File: config.mk
export PLATFORM = sky130hd
export DESIGN_NAME = mem_arbiter
export DESIGN_NICKNAME = d
export VERILOG_FILES = /design/src/rtl/mem_arbiter_pkg.sv /design/src/rtl/mem_arbiter_timer.sv /design/src/rtl/mem_arbiter.sv
export SDC_FILE = /design/constraint.sdc
export NUM_CORES = 1
export LEC_CHECK = 0
export CAP_MARGIN = 20
export CORE_MARGIN = 2
export CORE_UTILIZATION = 40
export DETAILED_ROUTE_END_ITERATION = 6
export PLACE_DENSITY = 0.92
export SLEW_MARGIN = 40
export SYNTH_ARGS = -nofsm -noshare
export SYNTH_HDL_FRONTEND = slang
export SYNTH_SLANG_ARGS = --single-unit
File: constraint.sdc
create_clock -name CLK -period 2.1 [get_ports CLK]
set_clock_uncertainty 0.15 [all_clocks]
set_input_delay 0.42 -clock CLK [delete_from_list [all_inputs] [get_ports CLK]]
set_output_delay 0.42 -clock CLK [all_outputs]
set_load 0.1 [all_outputs]
File: src/rtl/mem_arbiter_pkg.sv
// Shared types and constants for the instruction/data memory-port arbiter.
// One transaction in flight; response returns as a single-cycle valid pulse.
package mem_arbiter_pkg;

   typedef enum logic [1:0] {
      IDLE       = 2'd0,
      INSTR_BUSY = 2'd1,
      DATA_BUSY  = 2'd2,
      RESP       = 2'd3
   } arb_state_t;

   typedef enum logic {
      OWN_INSTR = 1'b0,
      OWN_DATA  = 1'b1
   } arb_owner_t;

   // Read data returned to the owner when a transaction is aborted.
   localparam logic [31:0] ARB_ERR_DATA = 32'hDEAD_BEEF;

endpackage

File: src/rtl/mem_arbiter_timer.sv
// Loadable down-counter: clear reloads, run counts down, expired flags the last running cycle.
// Zero latency on expired; no backpressure.
module mem_arbiter_timer #(
   parameter int unsigned CYCLES = 255
) (
   input  logic CLK,
   input  logic RES,
   input  logic clear,
   input  logic run,
   output logic expired
);

   localparam int unsigned CW = (CYCLES > 1) ? $clog2(CYCLES) : 1;

   logic [CW-1:0] count;

   // Loading CYCLES-1 makes expired assert in the CYCLES-th running cycle.
   always_ff @(posedge CLK or negedge RES) begin
      if (!RES) begin
         count <= '0;
      end else if (clear) begin
         count <= CW'(CYCLES - 1);
      end else if (run && (count != '0)) begin
         count <= count - CW'(1);
      end
   end

   assign expired = run && (count == '0);

endmodule

File: src/rtl/mem_arbiter.sv
// Fixed-priority (data over fetch) arbiter for one external memory port; 3 cycles min per transaction.
// Requests are levels held until *_valid; optional abort on missing ack with MEM_ARBITER_TIMEOUT_EN.
module mem_arbiter
   import mem_arbiter_pkg::*;
#(
   parameter int unsigned TIMEOUT_CYCLES = 255,
   parameter int unsigned AW             = 32,
   parameter int unsigned DW             = 32
) (
   input  logic          CLK,
   input  logic          RES,
   input  logic          instr_req,
   input  logic [AW-1:0] instr_adr,
   output logic [DW-1:0] instr_read,
   output logic          instr_valid,
   input  logic          data_req,
   input  logic          data_write_enable,
   input  logic [AW-1:0] data_adr,
   input  logic [DW-1:0] data_write,
   output logic [DW-1:0] data_read,
   output logic          data_valid,
   output logic          mem_req,
   output logic          mem_we,
   output logic [AW-1:0] mem_adr,
   output logic [DW-1:0] mem_wdata,
   input  logic [DW-1:0] mem_rdata,
   input  logic          mem_ack,
   output logic          bus_err
);

   if (TIMEOUT_CYCLES == 0) begin : g_bad_cfg
      $error("mem_arbiter: TIMEOUT_CYCLES must be at least 1");
   end

   arb_state_t    state;
   arb_owner_t    owner;
   logic          busy;
   logic          grant;
   logic          timeout;
   logic          finish;
   logic [DW-1:0] resp_dat;

   assign busy  = (state == INSTR_BUSY) || (state == DATA_BUSY);
   assign grant = (state == IDLE) && (data_req || instr_req);

`ifdef MEM_ARBITER_TIMEOUT_EN
   logic expired;

   mem_arbiter_timer #(
      .CYCLES (TIMEOUT_CYCLES)
   ) u_timer (
      .CLK     (CLK),
      .RES     (RES),
      .clear   (grant),
      .run     (busy),
      .expired (expired)
   );

   // An ack in the expiry cycle is a normal completion.
   assign timeout = expired && !mem_ack;

   always_ff @(posedge CLK or negedge RES) begin
      if (!RES) begin
         bus_err <= 1'b0;
      end else if (busy && timeout) begin
         bus_err <= 1'b1;
      end
   end
`else
   assign timeout = 1'b0;
   assign bus_err = 1'b0;
`endif

   assign finish   = busy && (mem_ack || timeout);
   assign resp_dat = mem_ack ? mem_rdata : DW'(ARB_ERR_DATA);

   always_ff @(posedge CLK or negedge RES) begin
      if (!RES) begin
         state       <= IDLE;
         owner       <= OWN_INSTR;
         mem_req     <= 1'b0;
         mem_we      <= 1'b0;
         mem_adr     <= '0;
         mem_wdata   <= '0;
         instr_read  <= '0;
         data_read   <= '0;
         instr_valid <= 1'b0;
         data_valid  <= 1'b0;
      end else begin
         instr_valid <= 1'b0;
         data_valid  <= 1'b0;
         case (state)
            IDLE: begin
               if (data_req) begin
                  state     <= DATA_BUSY;
                  owner     <= OWN_DATA;
                  mem_req   <= 1'b1;
                  mem_we    <= data_write_enable;
                  mem_adr   <= data_adr;
                  mem_wdata <= data_write;
               end else if (instr_req) begin
                  state     <= INSTR_BUSY;
                  owner     <= OWN_INSTR;
                  mem_req   <= 1'b1;
                  mem_we    <= 1'b0;
                  mem_adr   <= instr_adr;
                  mem_wdata <= '0;
               end
            end
            INSTR_BUSY, DATA_BUSY: begin
               if (finish) begin
                  state   <= RESP;
                  mem_req <= 1'b0;
                  if (owner == OWN_DATA) begin
                     data_read  <= resp_dat;
                     data_valid <= 1'b1;
                  end else begin
                     instr_read  <= resp_dat;
                     instr_valid <= 1'b1;
                  end
               end
            end
            RESP: begin
               state <= IDLE;
            end
            default: begin
               state   <= IDLE;
               mem_req <= 1'b0;
            end
         endcase
      end
   end

endmodule

==> impl_metrics.ini <==
[global_route]
gr-usage-met1 = 0.246
grt_pass1_wl_mm = 23.9
grt_busiest_layer = met2
overflow = 0
grt_usage = 0.217
antenna_found_initial = 0
grt_use_met2 = 0.383
use_met3 = 0.0670
grt_max_degree = 48
grt_pass1_vias = 4618

[detailed_routing]
dr.pass1.iters = 4
drt_iter0_drc = 287
wirelength_mm = 15.3
vias_per_cell = 5.28
vias = 4455
drc = 0
ant_nets = 0
wl_per_cell_um = 18.1

[yosys]
avgSynthCellArea_um2 = 13.7
yosys_warnings = 0
yosysTopAreaCell = dfrtp_1
yosysUniqueCellTypes = 25
synth_area_mm2 = 0.00529
synth_fp_nets = 522
synth_area_leaders = dfrtp_1 (64%), mux2_2 (14%), o22ai_1 (7.6%), a22o_1 (5.5%), a21oi_1 (3.3%)
ys_seq_area_frac = 0.638
synth_top_area_frac = 0.638
synthCells = 387
ys_ff_latch = 135

[die]
start_util = 0.405
io_pins = 267
placementRows = 42
coreArea_mm2 = 0.0131
die_w_um = 119
dieArea_mm2 = 0.0142
fp.dieH_um = 119

[sta]
fin_crit_ns = 1.79
drv_slew = 0
period_share = 0.850
fin_setup_tns_ns = 0
final-setup-viol-count = 0
rsz0062_at_grt = false
final-hold-violation-count = 0
max_freq_mhz = 560

[worst_setup_path]
critPathMaxFanout = 19
end_kind = register
critPathRequiredTime_ns = 2.24
critPathKind = register to register
start_kind = register
cp_data_arrival_time_ns = 1.93

[finish]
drive_gt1_frac = 0.364
final_core_utilization = 0.657
nets = 790
fill_cells = 952
antenna_cells = 0
syn2layout_area_growth_pct = 62.4

[place]
io_buffers = 265
gp_congestion = 0.771
dp_hpwl_mm = 11.0

[run]
max-cap-violations = 0

[clock_network]
clock_latency_ns = 0.41
post_cts_buffers = 0
postCtsResizedCells = 0
cts-buffers-inserted = 17
root_buffer = clkbuf_16
path_clk_slew_ns = 0.05
h-tree-depth = 4
clockBufferDepth = 2
cts_tree = built
hold_buffers = 1
cts_num_sinks = 135

[worst_hold_path]
hp-class = register to register

[outcome]
status = finished clean
worst max-delay path, cell delays in order (launching register included):
cell      delay, ns
dfrtp_1        0.35
inv_1          0.05
ha_1           0.38
nand3b_2       0.20
buf_12         0.19
mux2_2         0.35
final timing paths:
| kind | startpoint | end | slack, ns | depth (start not counted) |
|---|---|---|---|---|
| min in group asynchronous | RES | data_read[17] | 0.38 | 2 |
| max in group asynchronous | RES | mem_adr[3] | 0.82 | 3 |
| worst max-delay path | state[0] | instr_read[25] | 0.31 | 5 |
| worst min register to register | mem_wdata[20] | mem_wdata[20] | 0.35 | 1 |
| worst max register to register | state[0] | instr_read[25] | 0.31 | 5 |
| worst min-delay path | mem_wdata[20] | mem_wdata[20] | 0.35 | 1 |
per-layer routing:
layer,vias up,share of wire
li1,2000,-
met1,2210,0.38
met2,218,0.54
met3,27,0.066
met4,0,0.019
met5,-,0
Yosys cell counts:
library cell  count
buf_2            12
conb_1            1
o2bb2ai_1         1
a311oi_1          1
buf_1             3
a21oi_1          35
buf_4             2
buf_6             6
ha_1              1
nand3b_2          1
nor2b_1           1
nor2_1            1
and2_1            1
nand2_1           6
mux2_2           64
clkbuf_1          8
nand3_2           1
o21ai_0           1
nand2b_1          2
a22o_1           33
or2b_1            1
o21ai_2           1
dfrtp_1         135
inv_1             5
o22ai_1          64
area by class of cell:
cell class              count  area, µm²  share of cell area
flip-flops and latches    135       3380               0.393
repair buffers            280       2690               0.313
multi-input cells         216       1710               0.199
clock buffers              23        478              0.0556
well taps                 176        220              0.0256
clock inverters             9       98.8              0.0115
inverters                   5       18.8             0.00218
state kept, by name, indices dropped and copies added, names as in the netlist:
register,count
mem_we,1
mem_req,1
state,2
mem_wdata,32
data_read,32
instr_valid,1
data_valid,1
instr_read,32
owner,1
mem_adr,32
cells by family (layout without fill, tap and decap cells):
family | count (synthesis) | in the layout | synth area share
other | 1 | 1 | 0.000708
adder cells (fa/ha/maj) | 1 | 1 | 0.00236
AO/OA/AOI/OAI | 136 | 136 | 0.169
multiplexers | 64 | 64 | 0.136
flip-flops | 135 | 135 | 0.638
AND/OR/NAND/NOR | 14 | 14 | 0.0151
buffers and inverters | 36 | 317 | 0.0383
cell usage in the layout, fill, tap and decap left out:
cell and instances:
buf_6 1, a22o_1 33, or2b_1 1, a311oi_1 1, ha_1 1, dlygate4sd3_1 1
a21oi_1 35, mux2_2 64, nor2b_1 1, dfrtp_1 135, clkbuf_1 3, inv_1 5
buf_4 126, conb_1 1, bufinv_16 2, nand2_1 6, nand2b_1 2, clkinv_2 6
clkdlybuf4s50_1 132, o22ai_1 64, nand3b_2 1, nor2_1 1, nand3_2 1, clkbuf_16 17
buf_12 20, o2bb2ai_1 1, o21ai_0 1, o21ai_2 1, and2_1 1, clkinv_4 1
clkbuf_8 3
through the flow:
| step | area (µm²) | std cells | setup slack [ns] | hold WS, ns |
|---|---|---|---|---|
| 6_report | 8600 | 844 | 0.315 | 0.349 |
| 3_3_place_gp | 8010 | 811 | 0.177 | 0.219 |
| 2_1_floorplan | 5290 | 387 | 0.447 | -0.0256 |
| 5_1_grt | 8600 | 844 | 0.230 | 0.363 |
| 3_5_place_dp | 8010 | 811 | 0.0610 | 0.226 |
| 4_1_cts | 8600 | 844 | 0.305 | 0.352 |
Power is left out: the tool's default activity adds up to more than one toggle a clock period on the data nets, which glitch-free logic cannot reach.
